==> config.mk <==
export PLATFORM = sky130hd
export DESIGN_NAME = mem_arbiter
export DESIGN_NICKNAME = d
export VERILOG_FILES = /design/src/rtl/mem_arbiter_pkg.sv /design/src/rtl/mem_arbiter_arb_id_fifo.sv /design/src/rtl/mem_arbiter.sv
export SDC_FILE = /design/constraint.sdc
export NUM_CORES = 1
export LEC_CHECK = 0
export CORE_MARGIN = 10
export CORE_UTILIZATION = 25
export CTS_BUF_LIST = sky130_fd_sc_hd__clkbuf_8
export DETAILED_ROUTE_END_ITERATION = 10
export GPL_ROUTABILITY_DRIVEN = 0
export GPL_TIMING_DRIVEN = 1
export HOLD_SLACK_MARGIN = 0.12
export PLACE_DENSITY = 0.8
export SLEW_MARGIN = 10
export SYNTH_ARGS = -nofsm -noshare
export SYNTH_HDL_FRONTEND = slang
export SYNTH_HIERARCHICAL = 1
export SYNTH_SLANG_ARGS = --single-unit
==> constraint.sdc <==
create_clock -name clk -period 2.59 [get_ports clk]
set_input_delay 0.3885 -clock clk [delete_from_list [all_inputs] [get_ports clk]]
set_output_delay 0.3885 -clock clk [all_outputs]
set_load 0.03 [all_outputs]
==> src/rtl/mem_arbiter_pkg.sv <==
// Shared requester IDs and transfer-size encodings for the memory arbiter.
package mem_arbiter_pkg;

    localparam int unsigned ADDR_W = 32;
    localparam int unsigned DATA_W = 32;
    localparam int unsigned STRB_W = 4;
    localparam int unsigned SIZE_W = 2;

    // Requester IDs stored in the in-order tag FIFO.
    localparam logic ID_INST = 1'b0;
    localparam logic ID_DATA = 1'b1;

    // log2 of the byte count carried on *_size.
    localparam logic [SIZE_W-1:0] SIZE_BYTE = 2'd0;
    localparam logic [SIZE_W-1:0] SIZE_HALF = 2'd1;
    localparam logic [SIZE_W-1:0] SIZE_WORD = 2'd2;

endpackage

==> src/rtl/mem_arbiter_arb_id_fifo.sv <==
// In-order 1-bit requester-ID FIFO; full/empty derive from the registered count.
module arb_id_fifo #(
    parameter int unsigned DEPTH = 4
) (
    input  logic clk,
    input  logic rst,
    input  logic push,
    input  logic push_id,
    input  logic pop,
    output logic head,
    output logic full,
    output logic empty
);

    localparam int unsigned PTR_W = (DEPTH > 1) ? $clog2(DEPTH) : 1;
    localparam int unsigned CNT_W = $clog2(DEPTH) + 1;

    logic [DEPTH-1:0] mem_q, mem_d;
    logic [PTR_W-1:0] wr_ptr_q, wr_ptr_d;
    logic [PTR_W-1:0] rd_ptr_q, rd_ptr_d;
    logic [CNT_W-1:0] count_q, count_d;
    logic             push_ok, pop_ok;

    assign full    = (count_q == CNT_W'(DEPTH));
    assign empty   = (count_q == '0);
    assign head    = mem_q[rd_ptr_q];
    assign push_ok = push & ~full;
    assign pop_ok  = pop & ~empty;

    // Next-state: write at tail, advance pointers (wrap is natural for power-of-two DEPTH), track count.
    always_comb begin
        mem_d    = mem_q;
        wr_ptr_d = wr_ptr_q;
        rd_ptr_d = rd_ptr_q;
        count_d  = count_q;
        if (push_ok) begin
            mem_d[wr_ptr_q] = push_id;
            wr_ptr_d        = wr_ptr_q + PTR_W'(1);
        end
        if (pop_ok) begin
            rd_ptr_d = rd_ptr_q + PTR_W'(1);
        end
        case ({push_ok, pop_ok})
            2'b10:   count_d = count_q + CNT_W'(1);
            2'b01:   count_d = count_q - CNT_W'(1);
            default: count_d = count_q;
        endcase
    end

    // State registers, cleared immediately on reset.
    always_ff @(posedge clk or posedge rst) begin
        if (rst) begin
            mem_q    <= '0;
            wr_ptr_q <= '0;
            rd_ptr_q <= '0;
            count_q  <= '0;
        end else begin
            mem_q    <= mem_d;
            wr_ptr_q <= wr_ptr_d;
            rd_ptr_q <= rd_ptr_d;
            count_q  <= count_d;
        end
    end

endmodule

==> src/rtl/mem_arbiter.sv <==
// Two-requester (fetch/data) arbiter onto one sram-like memory port.
// Optional build macro ARB_RR_EN: round-robin grant instead of fixed data priority.
module mem_arbiter
    import mem_arbiter_pkg::*;
#(
    parameter int unsigned DEPTH = 4
) (
    input  logic              clk,
    input  logic              rst,
    // instruction fetch side
    input  logic              inst_req,
    input  logic [ADDR_W-1:0] inst_addr,
    output logic              inst_addr_ok,
    output logic              inst_data_ok,
    output logic [DATA_W-1:0] inst_rdata,
    // load/store side
    input  logic              data_req,
    input  logic              data_wr,
    input  logic [SIZE_W-1:0] data_size,
    input  logic [ADDR_W-1:0] data_addr,
    input  logic [DATA_W-1:0] data_wdata,
    input  logic [STRB_W-1:0] data_wstrb,
    output logic              data_addr_ok,
    output logic              data_data_ok,
    output logic [DATA_W-1:0] data_rdata,
    // shared memory port
    output logic              mem_req,
    output logic              mem_wr,
    output logic [SIZE_W-1:0] mem_size,
    output logic [ADDR_W-1:0] mem_addr,
    output logic [DATA_W-1:0] mem_wdata,
    output logic [STRB_W-1:0] mem_wstrb,
    input  logic              mem_addr_ok,
    input  logic              mem_data_ok,
    input  logic [DATA_W-1:0] mem_rdata
);

    logic grant_q, grant_d;
    logic lock_q, lock_d;
    logic fifo_full, fifo_empty, fifo_head;
    logic handshake, resp_valid;
    logic gnt_req;
`ifdef ARB_RR_EN
    logic rr_q, rr_d;
`endif

    // Grant: held while locked, otherwise arbitrated among current requests.
    always_comb begin
        grant_d = grant_q;
        if (!lock_q) begin
`ifdef ARB_RR_EN
            if (data_req && inst_req) begin
                grant_d = (rr_q == ID_INST) ? ID_DATA : ID_INST;
            end else if (inst_req) begin
                grant_d = ID_INST;
            end else begin
                grant_d = ID_DATA;
            end
`else
            grant_d = (inst_req && !data_req) ? ID_INST : ID_DATA;
`endif
        end
    end

    // Memory-port mux and handshake routing; everything is suppressed during reset.
    always_comb begin
        gnt_req      = (grant_d == ID_DATA) ? data_req : inst_req;
        mem_req      = gnt_req & ~fifo_full & ~rst;
        handshake    = mem_req & mem_addr_ok;
        inst_addr_ok = handshake & (grant_d == ID_INST);
        data_addr_ok = handshake & (grant_d == ID_DATA);
        if (grant_d == ID_DATA) begin
            mem_wr    = data_wr;
            mem_size  = data_size;
            mem_addr  = data_addr;
            mem_wdata = data_wdata;
            mem_wstrb = data_wstrb;
        end else begin
            mem_wr    = 1'b0;
            mem_size  = SIZE_WORD;
            mem_addr  = inst_addr;
            mem_wdata = '0;
            mem_wstrb = '0;
        end
        resp_valid   = mem_data_ok & ~fifo_empty & ~rst;
        inst_data_ok = resp_valid & (fifo_head == ID_INST);
        data_data_ok = resp_valid & (fifo_head == ID_DATA);
        inst_rdata   = mem_rdata;
        data_rdata   = mem_rdata;
        // An offered but unaccepted request pins the grant for the next cycle.
        lock_d       = mem_req & ~mem_addr_ok;
    end

`ifdef ARB_RR_EN
    // Round-robin pointer remembers the most recently accepted requester.
    always_comb begin
        rr_d = rr_q;
        if (handshake) begin
            rr_d = grant_d;
        end
    end
`endif

    // Arbitration state registers.
    always_ff @(posedge clk or posedge rst) begin
        if (rst) begin
            grant_q <= ID_DATA;
            lock_q  <= 1'b0;
`ifdef ARB_RR_EN
            rr_q    <= ID_INST;
`endif
        end else begin
            grant_q <= grant_d;
            lock_q  <= lock_d;
`ifdef ARB_RR_EN
            rr_q    <= rr_d;
`endif
        end
    end

    // Outstanding-request tags, returned in order.
    arb_id_fifo #(
        .DEPTH(DEPTH)
    ) u_id_fifo (
        .clk    (clk),
        .rst    (rst),
        .push   (handshake),
        .push_id(grant_d),
        .pop    (resp_valid),
        .head   (fifo_head),
        .full   (fifo_full),
        .empty  (fifo_empty)
    );

endmodule

==> key figures, run 1 <==
Final layout
  • Layout area overhead: 78.85%
  • Ant diodes: 0
  • Layout cells sized above 1: 31.01%
  • Final #Nets: 493
  • Fin cells: around 450
  • Fill count: about 760

Global route
  • First-pass GRT wire length: around 12000 um
  • Initial antenna violation count: 0
  • Met1 usage: about 14%
  • Met3 Usage GRT: 6.384%
  • Tot GR Track Use: around an eighth
  • Top Usage Layer GRT: met2
  • Vias in the first global route: ~2000
  • Met2 global-route usage: approximately 23%
  • Global route overflow: 0
  • Largest net degree at the start of global routing: between 40 and 50

STA
  • Slew headroom: 71.04%
  • Maximum clock frequency: around 410 MHz
  • Final setup viols: 0
  • Final worst-path cycle share: between 90% and 100%
  • Worst-Margin Slew: 0.4340 ns
  • Skew final: ~0.0033 ns
  • Worst setup margin: about 0.14 ns
  • Final hold vios: 0
  • Hold Worst Slack: ~0.50 ns
  • Max-slew violations: 0
  • Min Tclk post-route: between 2 and 2.5 ns
  • RSZ-0062 raised after global routing: no

CTS
  • # Post-CTS Setup Buffers: 0
  • Clock transition at path regs: roughly 0.05 ns
  • Clock latency on the worst-skew pair: 0.24 ns
  • H-tree depth: 1
  • Clock Sink Count: 13
  • Clock buffer count from CTS: 3
  • Root Buffer: clkbuf_8
  • CTS tree: done
  • Longest Clk Path Bufs: 2

Worst hold path
  • Hold depth: 1
  • Hold Crit Class: reg2reg
  • Hold path startpoint: u_id_fifo/rd_ptr_q[1]
  • Hold EP: u_id_fifo/rd_ptr_q[1]

Route
  • Vias after detailed routing: approximately 1900
  • Drt pass-1 iters: 4
  • Via density: 4.195
  • Routed length per instance: around 20 um
  • Post-DRT Antenna Nets: 0
  • Routed wire length: a little under 9000 um
  • Remaining DRCs: 0
  • Iter 0 DRT Violations: 65

Place
  • IO Port Bufs: 184
  • Placed cell count: 443
  • Pre-CTS WS: -0.1377 ns
  • Post-DP HPWL: around 7800 um

Die
  • Die height: around 110 um
  • DIE AREA: around 12000 um2
  • Core Footprint: roughly 7800 um2
  • Initial core utilization: 26.00%
  • Num ports: 281
  • Row Count: 32
  • Die width: around 110 um

Power
  • Total power draw: around 1.8 mW
  • Pwr Density: just under 500 nW/um2
  • Maximum VDD drop: between 0.0003 and 0.0004 V
  • Leakage power: around 1.7 nW

Logic synthesis
  • Mapped Nets: 365
  • Sequential area share after synthesis: around 16%
  • Count leader, synth: buf_4
  • Post-synth top area cell: buf_4
  • Cells after Synth: 218
  • Mapped Avg Cell Area: 9.361 um2
  • Mapped Area: between 2000 and 2500 um2
  • Async set-reset flop share out of synthesis: 100.0%
  • Synth unique cells: 32
  • Post-synth top flop: dfrtp_1
  • Yosys Warn Count: 6
  • Area share of the largest cell type after synthesis: 23.54%
  • Synth area leaders: buf_4 24%, mux2_4 24%, dfrtp_1 15%, and2_1 12%, ha_1 3.1%
  • EDFF count, synth: 0
  • Yosys reg bits: 13
  • Synth top cells by count: 64 x buf_4, 39 x and2_1, 32 x mux2_4, 12 x dfrtp_1, 10 x nand2_1

Worst setup path
  • FF-to-FF path depth: 10
  • R2r startpoint: grant_q
  • Critical Path Source Type: input port
  • CP Capture Type: output port
  • Worst EP arrival: around 2 ns
  • Critical path class: in2out
  • WP data required: 2.20 ns
  • Max FO, Critical Path: 41
  • Setup slack, reg-to-reg: 0.35 ns
  • Worst R2R End: u_id_fifo/count_q[2]

Status
  • Status: finished, final reports clean

Flow run
  • Maxcap violations: 0
-- cell families (layout without fill, tap and decap cells) --
group                    count (synthesis)  in the layout  share of synthesized area (%)
buffers and inverters                   81            208                          28.57
AND/OR/NAND/NOR                         65             65                          19.62
AO/OA/AOI/OAI                           12             12                          3.495
XOR/XNOR                                 6              6                          2.576
flip-flops                              13             13                          16.00
adder cells (fa/ha/maj)                  6              6                          4.047
multiplexers                            35             35                          25.69
-- worst max-delay path, cell delays in order --
cell             delay [ns]
clkdlybuf4s50_1        0.45
nor3b_4                0.18
nor2_4                 0.14
buf_4                  0.38
mux2_4                 0.33
buf_4                  0.17
-- area by class of cell --
cell class | count | area, um2 | share of cell area (%)
flip-flops and latches | 13 | 326.6 | 8.948
clock inverters | 1 | 3.754 | 0.1028
well taps | 102 | 127.6 | 3.497
multi-input cells | 124 | 1145 | 31.37
repair buffers | 195 | 1972 | 54.03
clock buffers | 3 | 41.29 | 1.131
inverters | 9 | 33.78 | 0.9256
-- stage by stage --
step,cell area (um2),utilization [%],TNS (ns)
detailed placement,3616,46.08,-2.456
finish,3650,46.51,0
CTS,3636,46.33,0
global placement,3616,46.08,-2.085
floorplan,2041,-,0
global route,3650,46.51,0
-- flip-flops by register name (all words and copies together), names as in the netlist --
| register | cells |
|---|---|
| u_id_fifo/count_q | 3 |
| u_id_fifo/mem_q | 4 |
| u_id_fifo/wr_ptr_q | 2 |
| u_id_fifo/rd_ptr_q | 2 |
| grant_q | 1 |
| lock_q | 1 |
-- layer usage --
layer	routed length, um	share of wire [%]	vias up
li1	-	-	890
met1	3178	36	826
met2	4357	50	155
met3	1196	14	4
met4	54	0.61	0
met5	0	0	-
-- cell usage in the layout (no fill, tap or decap), types with 2 or more instances in the layout --
cell             count
clkdlybuf4s50_1    113
buf_4               46
and2_1              39
mux2_4              32
dlygate4sd2_1       20
buf_12              16
dfrtp_1             12
inv_1               10
nand2_1             10
o21ai_0              9
ha_1                 5
nor3_1               3
nor2_1               3
clkbuf_8             3
xnor2_1              3
xor2_1               3
nor3b_4              2
-- power by group --
part | switching, mW | total (mW) | internal, mW | leakage [nW]
Clock | 0.0688 | 0.173 | 0.104 | 0.0269
Combinational | 0.589 | 1.24 | 0.650 | 1.50
Sequential | 0.0967 | 0.394 | 0.297 | 0.155
-- how the worst max path moves through the flow --
stage                              start  slack [ns]                    to  depth (start not counted)
floorplan           u_id_fifo/count_q[0]        0.38  u_id_fifo/count_q[2]                         12
global placement                inst_req       -0.11          mem_addr[27]                          6
detailed placement              inst_req       -0.14          mem_addr[28]                          6
CTS                             inst_req        0.09          mem_addr[18]                          6
global route                    inst_req        0.02          mem_addr[24]                          6
finish                          inst_req        0.14          mem_addr[24]                          6
-- what timing repair did --
item	in CTS	in global routing
resized for setup	20	3
cloned	0	0
setup endpoints to repair	20	8
hold buffers	0	0
hold endpoints to repair	0	0
Note: power is estimated with default switching activity, not from simulation.
==> inputs of run 2 (changes only) <==
CAP_MARGIN = 20   (was default)
PLACE_DENSITY = 0.82   (was 0.8)
==> key figures, run 2 (synthesized netlist as in run 1, its figures left out) <==
Route
  • Drt pass-1 iters: 4 (unchanged)
  • Vias after detailed routing: 1903 (was 1875)
  • Post-DRT Antenna Nets: 0 (unchanged)
  • Routed wire length: 9033 um (was 8786 um)
  • Iter 0 DRT Violations: 34 (was 65)
  • Remaining DRCs: 0 (unchanged)
  • Routed length per instance: 19.98 um (was 19.66 um)
  • Via density: 4.210 (was 4.195)

Power
  • Pwr Density: 493.5 nW/um2 (was 494.9 nW/um2)
  • Sequential Power Share: 21.4% (was 21.8%)
  • Leakage power: 1.721 nW (was 1.683 nW)
  • Sw Pwr: 0.7615 mW (was 0.7541 mW)
  • Maximum VDD drop: 0.0004445 V (was 0.0003752 V)
  • Switch share: 41.38% (was 41.75%)
  • Design internal power: 1.079 mW (was 1.052 mW)
  • Clock power frac: 9.6% (about the same)
  • Gate power share: 69.0% (was 68.6%)

Worst setup path
  • Setup slack, reg-to-reg: 0.39 ns (was 0.35 ns)
  • WP buf/inv: 3 (unchanged)
  • Worst R2R End: u_id_fifo/count_q[2] (unchanged)
  • Max FO, Critical Path: 35 (was 41)
  • Critical Path Source Type: input port (unchanged)
  • CP Capture Type: output port (unchanged)
  • R2r startpoint: u_id_fifo/count_q[0] (was grant_q)
  • FF-to-FF path depth: 9 (was 10)
  • CP Cell Sequence: clkdlybuf4s50_1 -> nor3b_2 -> nor2_4 -> buf_12 -> mux2_4 -> dlygate4sd2_1 (was clkdlybuf4s50_1 -> nor3b_4 -> nor2_4 -> buf_4 -> mux2_4 -> buf_4)
  • Top delay family on crit path: buffers and inverters (unchanged)
  • Critical path class: in2out (unchanged)
  • Worst EP arrival: 2.07 ns (was 2.06 ns)
  • Biggest cell delay along the critical path: 0.48 ns (was 0.45 ns)
  • WP data required: 2.20 ns (about the same)
  • Slowest-stage cell, CP: clkdlybuf4s50_1 (unchanged)

Global route
  • Largest net degree at the start of global routing: 36 (was 42)
  • Initial antenna violation count: 0 (unchanged)
  • Tot GR Track Use: 13.39% (was 12.94%)
  • Global route overflow: 0 (unchanged)
  • Vias in the first global route: 2049 (was 1990)
  • First-pass GRT wire length: 12540 um (was 12430 um)

Final layout
  • Register area: 326.6 um2 (unchanged)
  • Layout cells sized above 1: 33.43% (was 31.01%)
  • Largest regs: u_id_fifo/mem_q: 4 flops, u_id_fifo/count_q: 3 flops (unchanged)
  • Ant diodes: 0 (unchanged)
  • Max FFs per register: 4 (unchanged)
  • Fill count: 704 (was 759)
  • Fin cells: 452 (was 447)
  • Most frequent cells in the layout: 112 x clkdlybuf4s50_1, 52 x buf_4, 39 x and2_1 (was 113 x clkdlybuf4s50_1, 46 x buf_4, 39 x and2_1)
  • Footprint of the multi-input gates: 1131 um2 (was 1145 um2)
  • Most common cell after layout, fill and taps aside: clkdlybuf4s50_1 (unchanged)
  • Top reg by flops: u_id_fifo/mem_q (unchanged)
  • Layout area overhead: 82.71% (was 78.85%)
  • Final #Nets: 498 (was 493)
  • Util after Layout: 47.51% (was 46.51%)

Die
  • DIE AREA: 12180 um2 (unchanged)
  • Initial core utilization: 26.00% (unchanged)
  • Die width: 110.4 um (unchanged)
  • Die height: 110.4 um (unchanged)
  • Core Footprint: 7848 um2 (unchanged)
  • Num ports: 281 (unchanged)
  • Row Count: 32 (unchanged)

CTS
  • Clock latency on the worst-skew pair: 0.24 ns (about the same)
  • # Post-CTS Setup Buffers: 0 (unchanged)
  • CTS tree: done (unchanged)
  • H-tree depth: 1 (unchanged)
  • Longest Clk Path Bufs: 2 (unchanged)
  • Clock Sink Count: 13 (unchanged)
  • Clock transition at path regs: 0.06 ns (was 0.05 ns)
  • Root Buffer: clkbuf_8 (unchanged)
  • Clock buffer count from CTS: 3 (unchanged)

STA
  • Worst-Margin Slew: 0.4570 ns (was 0.4340 ns)
  • Slew headroom: 69.50% (was 71.04%)
  • Final worst-path cycle share: 94.79% (was 94.54%)
  • Skew final: 0.007029 ns (was 0.003291 ns)
  • RSZ-0062 raised after global routing: no (unchanged)
  • Max-slew violations: 0 (unchanged)
  • Final hold vios: 0 (unchanged)
  • Min Tclk post-route: 2.455 ns (was 2.449 ns)
  • Maximum clock frequency: 407.3 MHz (was 408.4 MHz)
  • Final setup viols: 0 (unchanged)

Worst hold path
  • Hold Crit Class: in2async (was reg2reg)

Place
  • IO Port Bufs: 184 (unchanged)
  • Placed cell count: 448 (was 443)
  • Post-DP HPWL: 8169 um (was 7839 um)

Flow run
  • Maxcap violations: 0 (unchanged)

Status
  • Status: finished, final reports clean (unchanged)
run 2: cell types whose count changed in the layout (fill, tap and decap cells not counted), sizes merged:
cell           change
buf               +11
dlygate4sd2        -5
clkdlybuf4s50      -1
clkinv             +1
inv                -1
run 2: per-stage QoR:
step / TNS, ns / setup slack (ns) / cell area [um2] / total power [mW] / hold WS, ns
after floorplan: 0 / 0.3809 / 2041 / 1.286 / 0.1290
after global placement: -0.8472 / -0.06170 / 3701 / 1.658 / 0.4761
after detailed placement: -1.476 / -0.1172 / 3701 / 1.701 / 0.4944
after CTS: 0 / 0.1268 / 3729 / 1.870 / 0.4903
after global routing: 0 / 0.03709 / 3729 / 1.974 / 0.5159
final: 0 / 0.1350 / 3729 / 1.840 / 0.4891
run 2: area by class of cell:
| cell class | instances | share of cell area, % |
|---|---|---|
| Inverter | 9 | 0.9060 |
| Sequential cell | 13 | 8.758 |
| Timing Repair Buffer | 200 | 55.34 |
| Clock buffer | 3 | 1.107 |
| Multi-Input combinational cell | 124 | 30.34 |
| Clock inverter | 1 | 0.1342 |
| Tap cell | 102 | 3.423 |
run 2: power groups by stage:
stage / combinational (mW) / clock (mW) / sequential [mW]
6_report: 1.27 / 0.177 / 0.393
5_1_grt: 1.37 / 0.197 / 0.409
4_1_cts: 1.29 / 0.184 / 0.396
3_5_place_dp: 1.30 / 0 / 0.398
3_3_place_gp: 1.27 / 0 / 0.389
2_1_floorplan: 0.915 / 0 / 0.371
run 2: worst max-delay path by stage:
stage | to | cells past startpoint | slack (ns) | start
after floorplan | u_id_fifo/count_q[2] | 12 | 0.38 | u_id_fifo/count_q[0]
after global placement | mem_addr[9] | 6 | -0.06 | inst_req
after detailed placement | mem_addr[17] | 6 | -0.12 | inst_req
after CTS | mem_addr[17] | 6 | 0.13 | inst_req
after global routing | inst_data_ok | 4 | 0.04 | rst
final | mem_addr[9] | 6 | 0.14 | inst_req
run 2: worst min-delay path: stages:
cell	delay, ns
clkdlybuf4s50_1	0.44
buf_4	0.16
inv_1	0.07
run 2: routing by layer:
metal  global-route usage [%]  vias to the layer above  wire length [um]
li1                         -                      900                 -
met1                    13.53                      865              2993
met2                    24.16                      123              4666
met3                    6.500                       15              1223
met4                    3.394                        0               150
met5                        0                        -                 0
run 2: timing repair:
item	in CTS	in global routing
resized for setup	15	0
setup endpoints to repair	15	0
hold buffers	0	0
